`config.mk`:
```
export PLATFORM = sky130hd
export DESIGN_NAME = uart8_echo_responder
export DESIGN_NICKNAME = d
export VERILOG_FILES = /design/src/rtl/uart8_echo_responder.sv
export SDC_FILE = /design/constraint.sdc
export NUM_CORES = 1
export LEC_CHECK = 0
export ABC_CLOCK_PERIOD_IN_PS = 5500
export BUFFER_PORTS_ARGS = -buffer_cell sky130_fd_sc_hd__clkbuf_2
export CORE_MARGIN = 4
export CORE_UTILIZATION = 65
export DETAILED_ROUTE_END_ITERATION = 12
export GPL_ROUTABILITY_DRIVEN = 1
export PLACE_DENSITY = 0.85
export REMOVE_ABC_BUFFERS = 1
export SLEW_MARGIN = 10
export SYNTH_ARGS = -nofsm -noshare
export SYNTH_HDL_FRONTEND = slang
export SYNTH_SLANG_ARGS = --single-unit
```
`constraint.sdc`:
```
create_clock -name clk -period 5.5 [get_ports clk]
set_input_delay 0.55 -clock clk [delete_from_list [all_inputs] [get_ports clk]]
set_output_delay 0.55 -clock clk [all_outputs]
set_load 0.01 [all_outputs]
```
`src/rtl/uart8_echo_responder.sv`:
```
// uart8_echo_responder
//   Far-end echo responder for a Uart8 link. Every byte completed by the local
//   receiver is queued in a small FIFO. The queued bytes are then sent back, in
//   order, through the local transmitter using the txStart/txBusy/txDone
//   handshake. Framing errors and FIFO overflows are counted so that a loopback
//   link test can check itself.
//
// Ports
//   clk, reset        clock (rising edge); asynchronous active-high reset
//   en                responder enable, forwarded to rxEn/txEn
//   clrStatus         sync pulse: clears overflow, timeout, errCount, dropCount
//   rxDone/rxErr/rxOut  receiver side: byte complete, frame error, data
//   rxEn/txEn         enables for the attached Uart8
//   txStart/txIn      transmit request and byte (txIn stable while txStart=1)
//   txBusy/txDone     transmitter status
//   fifoCount         bytes queued, not counting the byte in flight
//   overflow/timeout  sticky status flags
//   errCount/dropCount  saturating counters of bad frames / dropped bytes
module uart8_echo_responder #(
    parameter int FIFO_DEPTH    = 16,
    parameter int CNT_WIDTH     = 8,
    parameter int START_TIMEOUT = 4096
) (
    input  logic                          clk,
    input  logic                          reset,
    input  logic                          en,
    input  logic                          clrStatus,
    input  logic                          rxDone,
    input  logic                          rxErr,
    input  logic [7:0]                    rxOut,
    output logic                          rxEn,
    output logic                          txEn,
    output logic                          txStart,
    output logic [7:0]                    txIn,
    input  logic                          txBusy,
    input  logic                          txDone,
    output logic [$clog2(FIFO_DEPTH):0]   fifoCount,
    output logic                          overflow,
    output logic                          timeout,
    output logic [CNT_WIDTH-1:0]          errCount,
    output logic [CNT_WIDTH-1:0]          dropCount
);

    localparam int AW = $clog2(FIFO_DEPTH);
    localparam int CW = AW + 1;
    localparam int TW = $clog2(START_TIMEOUT + 1);

    typedef enum logic [1:0] {IDLE, LOAD, START, SEND} state_t;

    state_t          state, state_nx;
    logic            rx_done_q, tx_done_q, tx_busy_q;
    logic [AW-1:0]   wr_ptr, rd_ptr;
    logic [7:0]      mem [FIFO_DEPTH];
    logic [TW-1:0]   tmo_cnt;
    logic            capture, good, full, push, pop, drop, tmo_hit;

    assign rxEn = en;
    assign txEn = en;

    // A held rxDone level produces a single capture because only the rising
    // edge counts; the edge register tracks rxDone even while disabled.
    assign capture = en && rxDone && !rx_done_q;
    assign good    = capture && !rxErr;
    assign full    = (fifoCount == CW'(FIFO_DEPTH));
    // LOAD is only entered with a non-empty FIFO, so no empty check is needed.
    assign pop     = (state == LOAD) && en;
    // A pop in the same cycle frees the slot, so a push into a full FIFO is kept.
    assign push    = good && (!full || pop);
    assign drop    = good && full && !pop;

    // ---------------- edge detect ----------------
    always_ff @(posedge clk or posedge reset) begin
        if (reset) begin
            rx_done_q <= 1'b0;
            tx_done_q <= 1'b0;
            tx_busy_q <= 1'b0;
        end else begin
            rx_done_q <= rxDone;
            tx_done_q <= txDone;
            tx_busy_q <= txBusy;
        end
    end

    // ---------------- FIFO ----------------
    always_ff @(posedge clk) begin
        if (push) mem[wr_ptr] <= rxOut;
    end

    always_ff @(posedge clk or posedge reset) begin
        if (reset) begin
            wr_ptr    <= '0;
            rd_ptr    <= '0;
            fifoCount <= '0;
            txIn      <= '0;
        end else begin
            if (push) wr_ptr <= wr_ptr + AW'(1);
            if (pop) begin
                rd_ptr <= rd_ptr + AW'(1);
                txIn   <= mem[rd_ptr];
            end
            if (push && !pop)      fifoCount <= fifoCount + CW'(1);
            else if (pop && !push) fifoCount <= fifoCount - CW'(1);
        end
    end

    // ---------------- status ----------------
    always_ff @(posedge clk or posedge reset) begin
        if (reset) begin
            errCount  <= '0;
            dropCount <= '0;
            overflow  <= 1'b0;
            timeout   <= 1'b0;
        end else if (clrStatus) begin
            errCount  <= '0;
            dropCount <= '0;
            overflow  <= 1'b0;
            timeout   <= 1'b0;
        end else begin
            if (capture && rxErr && (errCount != '1)) errCount <= errCount + CNT_WIDTH'(1);
            if (drop && (dropCount != '1))            dropCount <= dropCount + CNT_WIDTH'(1);
            if (drop)                                 overflow <= 1'b1;
            if (tmo_hit)                              timeout  <= 1'b1;
        end
    end

    // ---------------- tx FSM ----------------
    always_ff @(posedge clk or posedge reset) begin
        if (reset) state <= IDLE;
        else       state <= state_nx;
    end

    // Cycles spent in START; zero on the first START cycle.
    always_ff @(posedge clk or posedge reset) begin
        if (reset)               tmo_cnt <= '0;
        else if (state != START) tmo_cnt <= '0;
        else                     tmo_cnt <= tmo_cnt + TW'(1);
    end

    always_comb begin
        state_nx = state;
        txStart  = 1'b0;
        tmo_hit  = 1'b0;
        case (state)
            IDLE:  if (en && (fifoCount != '0)) state_nx = LOAD;
            LOAD:  state_nx = en ? START : IDLE;
            START: begin
                txStart = 1'b1;
                if (txBusy) begin
                    state_nx = SEND;
                end else if (tmo_cnt == TW'(START_TIMEOUT - 1)) begin
                    state_nx = IDLE;
                    tmo_hit  = 1'b1;
                end
            end
            SEND:  if ((txDone && !tx_done_q) || (!txBusy && tx_busy_q)) state_nx = IDLE;
            default: state_nx = IDLE;
        endcase
    end

endmodule

```
==> results of run 1 <==
state kept, by name (all words and copies together) (netlist names), 2 cells and up:
| name | count |
|---|---|
| wr_ptr | 4 |
| dropCount | 8 |
| tmo_cnt | 13 |
| fifoCount | 5 |
| txIn | 8 |
| state | 2 |
| errCount | 8 |
| rd_ptr | 4 |
| mem | 128 |
layout by cell type (no fill, tap or decap), drive strengths merged, types with 8 or more instances in the layout:
cell type  instances
a21oi             16
a22oi              9
and2              15
clkbuf            71
dfrtp             57
edfxtp           128
ha                12
inv               17
mux2i             23
mux4              24
nand2             21
nand3             13
nand4              8
nor2              30
o21ai             18
xnor2             17
per-layer routing:
layer	share of wire [%]	up-vias	routed length [um]	global-route usage (%)
met5	0	-	0	0
met4	2.3	0	341	8.059
met3	5.8	29	873	6.007
met2	51	178	7582	37.36
met1	41	2238	6191	30.78
li1	-	2026	-	-
synth_stat cells, types with 7 or more instances:
master,number
nand2_1,21
edfxtp_1,128
and2_1,14
a21oi_1,16
ha_1,12
mux2_2,7
nand3_1,13
nand4_1,7
a22oi_1,9
or3_1,7
xor2_1,7
xnor2_1,17
clkbuf_1,9
mux2i_1,23
inv_1,15
mux4_2,24
nor2_1,30
o21ai_0,13
dfrtp_1,57
worst min path at each step:
stage,from,endpoint,slack [ps],cells after the start
CTS,rxDone,rx_done_q,240,1
global route,rxDone,rx_done_q,240,1
floorplan,tmo_cnt[0],tmo_cnt[0],480,1
global placement,timeout,timeout,480,2
detailed placement,txIn[1],txIn[1],480,2
finish,rxDone,rx_done_q,260,1
critical path, cell delays in order (launching register included):
cell and delay [ps]:
dfrtp_1 450, or4_1 580, o31a_1 370, ha_1 240, inv_1 150, ha_1 300
a21o_1 180, a21oi_1 160, mux2i_1 230, xnor2_1 140
logic make-up (layout without fill, tap and decap cells):
| logic type | Yosys count | count (layout) | share of synthesized area (%) |
|---|---|---|---|
| flip-flops | 185 | 185 | 67.57 |
| AND/OR/NAND/NOR | 131 | 131 | 9.416 |
| AO/OA/AOI/OAI | 61 | 61 | 4.828 |
| multiplexers | 54 | 54 | 10.89 |
| buffers and inverters | 38 | 100 | 2.422 |
| XOR/XNOR | 24 | 24 | 2.695 |
| adder cells (fa/ha/maj) | 13 | 13 | 2.182 |
stage by stage:
stage                     util (%)  instance area [um^2]  total power, mW
after floorplan                  -                  7671            2.360
after detailed placement     70.20                  8119            2.634
final                        75.18                  8695            3.789
after global routing         75.18                  8695            3.975
after global placement       70.20                  8119            2.600
after CTS                    75.18                  8695            3.810
area by class of cell:
class / count / area share, %
repair buffers: 52 / 3.080
inverters: 16 / 0.6907
clock buffers: 22 / 5.224
flip-flops and latches: 185 / 60.63
well taps: 143 / 2.058
multi-input cells: 283 / 26.92
clock inverters: 10 / 1.396
power by group through the flow:
stage / clock network [mW] / logic [mW] / registers, mW
6_report: 1.18 / 0.815 / 1.79
5_1_grt: 1.26 / 0.890 / 1.82
4_1_cts: 1.19 / 0.821 / 1.80
3_5_place_dp: 0 / 0.812 / 1.82
3_3_place_gp: 0 / 0.783 / 1.82
2_1_floorplan: 0 / 0.542 / 1.82
==> out/qor.csv, run 1 <==
metric,value,unit
p_int,2.693,mW
cts_resized,0,
end_kind,register,
grt_util_all_layers,23.06,%
fin_nets,584,
netlist_area,0.007800,mm^2
grt_pass1_vias,4616,
drt_iter0_drc,489,
whs,257.2,ps
synth_edf_count,128,
dieArea,0.01382,mm^2
crit_arrival,3220,ps
r2r-end,fifoCount[4],
multi_input_area,0.002341,mm^2
synthTopCellsByArea,"edfxtp_1 (49%), dfrtp_1 (18%), mux4_2 (6.9%)",
critPathKind,register to register,
synthesis.instances,506,
setup_viol,0,
comb_power_share,21.5,%
place.gp.congestion,0.8476,
fmax,347.7,MHz
power_switching,1.096,mW
grt_max_degree,58,
required,5840,ps
setup_slack,2624,ps
hold_path_class,input pin to register,
cellPowerDensity,435.8,mW/mm^2
core_area,0.01156,mm^2
clock_sinks,185,
drtPass1Iterations,4,
ctsHoldBuffers,0,
antenna_cells,0,
max_cap_violations,0,
yosys.area.top_type,edfxtp_1,
clock_latency,420,ps
instances_no_fill,711,
fill_cells,683,
path_max_fanout,10,
slew_viol_final,0,
worst_slew_pin_slew,972.2,ps
setup-tns-final,0,ps
pwr-share-seq,47.4,%
antenna_found_initial,0,
status,finished clean,
cp-endpoint,fifoCount[4],
yosysUniqueCellTypes,52,
std_cell_rows,39,
post-cts-setup-buffer-count,0,
critPathLaunchType,register,
cts_max_level,4,
clkTransAtPathRegs,60,ps
pre_cts_ws,2545,ps
cts_tree,done,
clock_power_share,31.1,%
switching_share,28.94,%
reg2reg_slack,2620,ps
syn_to_final_growth,11.47,%
viasPerCell,6.288,
yosysSeqAreaShare,67.56,%
dieWidth,117.5,um
hpwl,9957,um
peakVddDrop,396.3,uV
leakage,3.248,nW
seq_area,0.005271,mm^2
wl_per_cell,21.08,um
ant_nets,0,
synth_flop_cell,edfxtp_1,
ys_ff_latch,185,
grt_setup_unrepaired,false,
r2r_start,fifoCount[0],
fp.dieH,117.5,um
synth-warning-count,0,
rr_worst_depth,9,
numCtsBuffers,17,
report.final.hold_viol_count,0,
clk_path_buf_depth,2,
detail_route.drc_violations,0,
place_inst,679,
pin_count,50,
gr-total-overflow,0,
syn-mean-instance-area,15.41,um^2
cts-root-buf,clkbuf_16,
relSlewSlack,35.19,%
grt_pass1_wl,24570,um
routed_wl,14990,um
start_util,67.45,%
vias,4471,
finClkSkew,8.844,ps
fin_crit,2876,ps
yosys.area.top_type_share,49.28,%
async_flop_share,30.81,%
drive_gt1_share,20.77,%
numPortBuffers,49,
timing.final.crit_share,52.29,%
crit_start,fifoCount[0],
No activity file was read; power rests on OpenSTA's default activity.
==> run 2: changes to the inputs <==
--- a/config.mk
+++ b/config.mk
@@ -5,13 +5,13 @@
 export SDC_FILE = /design/constraint.sdc
 export NUM_CORES = 1
 export LEC_CHECK = 0
-export ABC_CLOCK_PERIOD_IN_PS = 5500
+export ABC_CLOCK_PERIOD_IN_PS = 2370
 export BUFFER_PORTS_ARGS = -buffer_cell sky130_fd_sc_hd__clkbuf_2
 export CORE_MARGIN = 4
-export CORE_UTILIZATION = 65
+export CORE_UTILIZATION = 54
 export DETAILED_ROUTE_END_ITERATION = 12
 export GPL_ROUTABILITY_DRIVEN = 1
-export PLACE_DENSITY = 0.85
+export PLACE_DENSITY = 0.75
 export REMOVE_ABC_BUFFERS = 1
 export SLEW_MARGIN = 10
 export SYNTH_ARGS = -nofsm -noshare
==> constraint.sdc (replaced) <==
create_clock -name clk -period 2.37 [get_ports clk]
set_input_delay 0.237 -clock clk [delete_from_list [all_inputs] [get_ports clk]]
set_output_delay 0.237 -clock clk [all_outputs]
set_load 0.01 [all_outputs]
==> out/qor.csv, run 2 (synthesis gave the netlist of run 1 again) <==
metric,value,unit
status,"complete, but fails checks",
violations,setup timing,
cts-root-buf,clkbuf_16,
peakVddDrop,999.3,uV
fmax,413.1,MHz
fill_cells,986,
timing.final.crit_share,102.2,%
end_kind,register,
met2WireLength,7739,um
top_register,mem,
reg_top3,"mem: 128 flops, tmo_cnt: 13 flops",
p_int,6.490,mW
critPathLaunchType,register,
comb_power_share,26.2,%
wl_per_cell,19.66,um
pre_cts_ws,-181.1,ps
power_switching,2.773,mW
report.final.hold_viol_count,0,
leakage,3.448,nW
instances_no_fill,781,
drtPass1Iterations,5,
clock_sinks,185,
slew_viol_final,0,
ant_nets,0,
syn_to_final_growth,16.84,%
fp.dieH,128.2,um
finClkSkew,7.095,ps
place.gp.congestion,0.8312,
fin_nets,617,
cts_tree,done,
antenna_cells,0,
grt_max_degree,30,
setup-tns-final,-119.9,ps
hold_path_class,input pin to register,
clk_path_buf_depth,2,
place_inst,741,
relSlewSlack,38.25,%
mostFrequentLayoutCell,edfxtp_1,
dieWidth,128.2,um
setup_viol,3,
detail_route.drc_violations,0,
pin_count,50,
critPathKind,register to register,
drt_iter0_drc,380,
clock_power_share,31.3,%
setup_slack,-50.98,ps
met3_length,818,um
crit_arrival,2730,ps
dieArea,0.01643,mm^2
required,2680,ps
cts_max_level,4,
drt-met1-wl,6434,um
numPortBuffers,49,
switching_share,29.94,%
grt_pass1_vias,4635,
std_cell_rows,43,
grt_util_all_layers,19.63,%
start_util,55.76,%
vias,4551,
fin_crit,2421,ps
worst_slew_pin_slew,926.3,ps
clkTransAtPathRegs,70,ps
core_area,0.01399,mm^2
antenna_found_initial,0,
hpwl,10080,um
largest_reg_flops,128,
drive_gt1_share,27.79,%
grt_pass1_wl,24260,um
clock_latency,430,ps
gr-total-overflow,0,
cellPowerDensity,1016,mW/mm^2
viasPerCell,5.827,
max_cap_violations,0,
final_cell_mix,"edfxtp_1 (128), dfrtp_1 (56), clkbuf_2 (49), buf_4 (30), nor2_1 (26)",
pwr-share-seq,42.5,%
path_max_fanout,4,
maxUsedRoutingLayer,met4,
grt_setup_unrepaired,true,
routed_wl,15350,um
numCtsBuffers,17,
## run 2: cell count changes in the layout (fill, tap and decap cells not counted), moves of 3 or more
cell | before | now
buf_4 | 3 | 30
nor2_1 | 30 | 26
dlygate4sd3_1 | 0 | 4
clkbuf_1 | 4 | 0
inv_8 | 1 | 6
ha_1 | 12 | 8
ha_4 | 0 | 3
nor2_2 | 0 | 4
inv_6 | 0 | 3
## run 2: power by group through the flow
stage,combinational [mW],sequential [mW],clock [mW]
floorplan,1.26,4.22,0
global placement,2.25,3.98,0
detailed placement,2.32,4.00,0
CTS,2.41,3.94,2.94
global route,2.65,3.96,3.08
finish,2.43,3.94,2.90
## run 2: routing by layer
metal	track usage, %	up-vias
li1	-	2101
met1	24.63	2287
met2	33.04	138
met3	4.833	25
met4	7.553	0
met5	0	-
## run 2: worst max-delay path, cell delays in order (launching register included)
cell and delay [ps]:
dfrtp_1 380, or4_4 530, o31a_1 280, ha_2 210, inv_4 90, ha_4 200
a21o_1 170, a21oi_2 170, xor2_1 180, o21ai_1 90
## run 2: layout make-up
class / instances / area, um^2 / area share [%]
Sequential cell: 185 / 5271 / 57.84
Multi-Input combinational cell: 283 / 2407 / 26.41
Timing Repair Buffer: 85 / 541.8 / 5.945
Clock buffer: 17 / 425.4 / 4.668
Tap cell: 180 / 225.2 / 2.471
Clock inverter: 15 / 180.2 / 1.977
Inverter: 16 / 62.56 / 0.6864
## run 2: path summary, 6_finish.rpt
path,start,endpoint,slack (ps),cells after the start
min in group asynchronous,reset,rd_ptr[1],430,3
max reg2reg,fifoCount[0],fifoCount[3],-50,9
min,rxOut[7],mem[6][7],250,1
min reg2reg,timeout,timeout,520,2
max,fifoCount[0],fifoCount[3],-50,9
max in group asynchronous,reset,dropCount[1],1260,4
## run 2: metrics by stage
stage	power [mW]	area [um^2]	hold slack, ps	util (%)
after CTS	9.289	9081	232.4	64.92
after global placement	6.225	8366	346.5	59.80
after detailed placement	6.320	8366	359.1	59.80
after floorplan	5.476	7671	268.4	-
final	9.264	9114	247.5	65.15
after global routing	9.697	9114	247.9	65.15
## run 2: timing repair
action,in CTS,in global routing
pin swaps,7,8
hold buffers,4,0
endpoints found under the hold margin,30,0
buffers inserted,3,1
endpoints found under the setup margin,3,104
resized for setup,11,7
==> run 3: changes to the inputs <==
--- a/config.mk
+++ b/config.mk
@@ -12,6 +12,7 @@
 export DETAILED_ROUTE_END_ITERATION = 12
 export GPL_ROUTABILITY_DRIVEN = 1
 export PLACE_DENSITY = 0.75
+export RECOVER_POWER = 25
 export REMOVE_ABC_BUFFERS = 1
 export SLEW_MARGIN = 10
 export SYNTH_ARGS = -nofsm -noshare
==> out/qor.csv, run 3 (synthesis gave the netlist of run 1 again) <==
metric,value,unit
status,"complete, but fails checks",
violations,setup timing,
met2WireLength,7864,um
timing.final.crit_share,102.3,%
critical_path.cell_chain,"or4_4, o31a_1, ha_2, inv_4, ha_4, a21o_1, a21oi_2, xor2_1, o21ai_1",
drive_gt1_share,26.46,%
place.gp.congestion,0.8312,
hpwl,10080,um
end_kind,register,
finClkSkew,8.573,ps
cp_num_buf_inv,1,
grt_pass1_vias,4635,
cp_top_family,compound AO/OA/AOI/OAI gates,
routed_wl,15380,um
p_int,6.489,mW
reg_top3,"mem: 128 flops, tmo_cnt: 13 flops",
worst-path-stages,9,
pin_count,50,
cellPowerDensity,1016,mW/mm^2
crit_arrival,2730,ps
dieWidth,128.2,um
pre_cts_ws,-181.1,ps
placed_cell_area,0.008366,mm^2
cp_slowest_stage_delay,530,ps
max_cap_violations,0,
drt-met1-wl,6379,um
power_switching,2.760,mW
fin_crit,2424,ps
critPathSlowestCell,or4_4,
grt_pass1_wl,24260,um
grt_util_all_layers,19.63,%
pwr-share-seq,42.6,%
clkTransAtPathRegs,70,ps
core_area,0.01399,mm^2
comb_power_share,26.2,%
cts_tree,done,
cts_max_level,4,
drt_iter0_drc,340,
path_max_fanout,4,
ant_nets,0,
critPathKind,register to register,
leakage,3.424,nW
antenna_cells,0,
fin_util,65.08,%
required,2680,ps
relSlewSlack,36.48,%
maxUsedRoutingLayer,met4,
fp.dieH,128.2,um
whs,267.6,ps
drtPass1Iterations,4,
clock_power_share,31.2,%
setup_slack,-53.95,ps
numPortBuffers,49,
rr_worst_depth,9,
peakVddDrop,1002,uV
largest_reg_flops,128,
top_register,mem,
mostFrequentLayoutCell,edfxtp_1,
numCtsBuffers,17,
syn_to_final_growth,16.71,%
grt_setup_unrepaired,true,
final_cell_area,0.009104,mm^2
final_cell_mix,"edfxtp_1 (128), dfrtp_1 (56), clkbuf_2 (41), buf_4 (30), nor2_1 (26)",
viasPerCell,5.775,
gr-total-overflow,0,
wl_per_cell,19.69,um
dieArea,0.01643,mm^2
antenna_found_initial,0,
report.final.hold_viol_count,0,
totalPowerFinal,9.249,mW
fin_nets,617,
switching_share,29.84,%
start_util,55.76,%
slew_viol_final,0,
setup_viol,3,
reg2reg_slack,-50,ps
detail_route.drc_violations,0,
grt_max_degree,30,
clk_path_buf_depth,2,
critPathLaunchType,register,
clock_latency,430,ps
vias,4510,
std_cell_rows,43,
worst_slew_pin_slew,952.8,ps
whs_path_depth,2,
cts-root-buf,clkbuf_16,
fmax,412.5,MHz
hold_path_class,input pin to register,
met3_length,805,um
clock_sinks,185,
-- run 3: worst paths after layout --
kind / startpoint / to
worst max-delay path: fifoCount[0] / fifoCount[3]
worst min-delay path: clrStatus / errCount[5]
worst max register to register: fifoCount[0] / fifoCount[3]
worst min register to register: timeout / timeout
max in group asynchronous: reset / dropCount[1]
min in group asynchronous: reset / rd_ptr[1]
-- run 3: timing repair --
| item | 4_1_cts | 5_1_grt |
|---|---|---|
| gates resized for setup | 11 | 7 |
| buffers inserted | 3 | 1 |
| endpoints found under the setup margin | 3 | 104 |
| hold buffers | 4 | 0 |
| pin swaps | 7 | 8 |
| endpoints found under the hold margin | 30 | 0 |
-- run 3: final cells by class --
| cell class | instances | area [um^2] |
|---|---|---|
| sequential | 185 | 5271 |
| fill | 993 | 4885 |
| multi-input combinational | 283 | 2407 |
| timing repair buffer | 85 | 531.8 |
| clock buffer | 17 | 425.4 |
| tap | 180 | 225.2 |
| clock inverter | 15 | 180.2 |
| inverter | 16 | 62.56 |
-- run 3: power groups by stage --
stage | combinational (mW) | clock, mW | sequential (mW)
global placement | 2.25 | 0 | 3.98
finish | 2.42 | 2.89 | 3.94
floorplan | 1.26 | 0 | 4.22
CTS | 2.41 | 2.94 | 3.94
detailed placement | 2.32 | 0 | 4.00
global route | 2.65 | 3.08 | 3.96
-- run 3: through the flow --
stage / instances / TNS (ps)
finish: 781 / -119.6
global route: 781 / -385.9
CTS: 780 / -210.0
detailed placement: 741 / -366.8
global placement: 741 / -121.5
floorplan: 484 / -4191
-- run 3: routing by layer --
layer,vias up,GRT usage [%]
met4,0,7.553
met5,-,0
li1,2091,-
met2,129,33.04
met1,2269,24.63
met3,21,4.833
-- run 3: worst register-to-register path, delay by kind of cell (launching register included) --
kind	cells	cell delay, ps
adder cells (fa/ha/maj)	2	420
buffers and inverters	1	90
XOR/XNOR	1	180
AND/OR/NAND/NOR	1	530
flip-flops	1	380
AO/OA/AOI/OAI	4	720
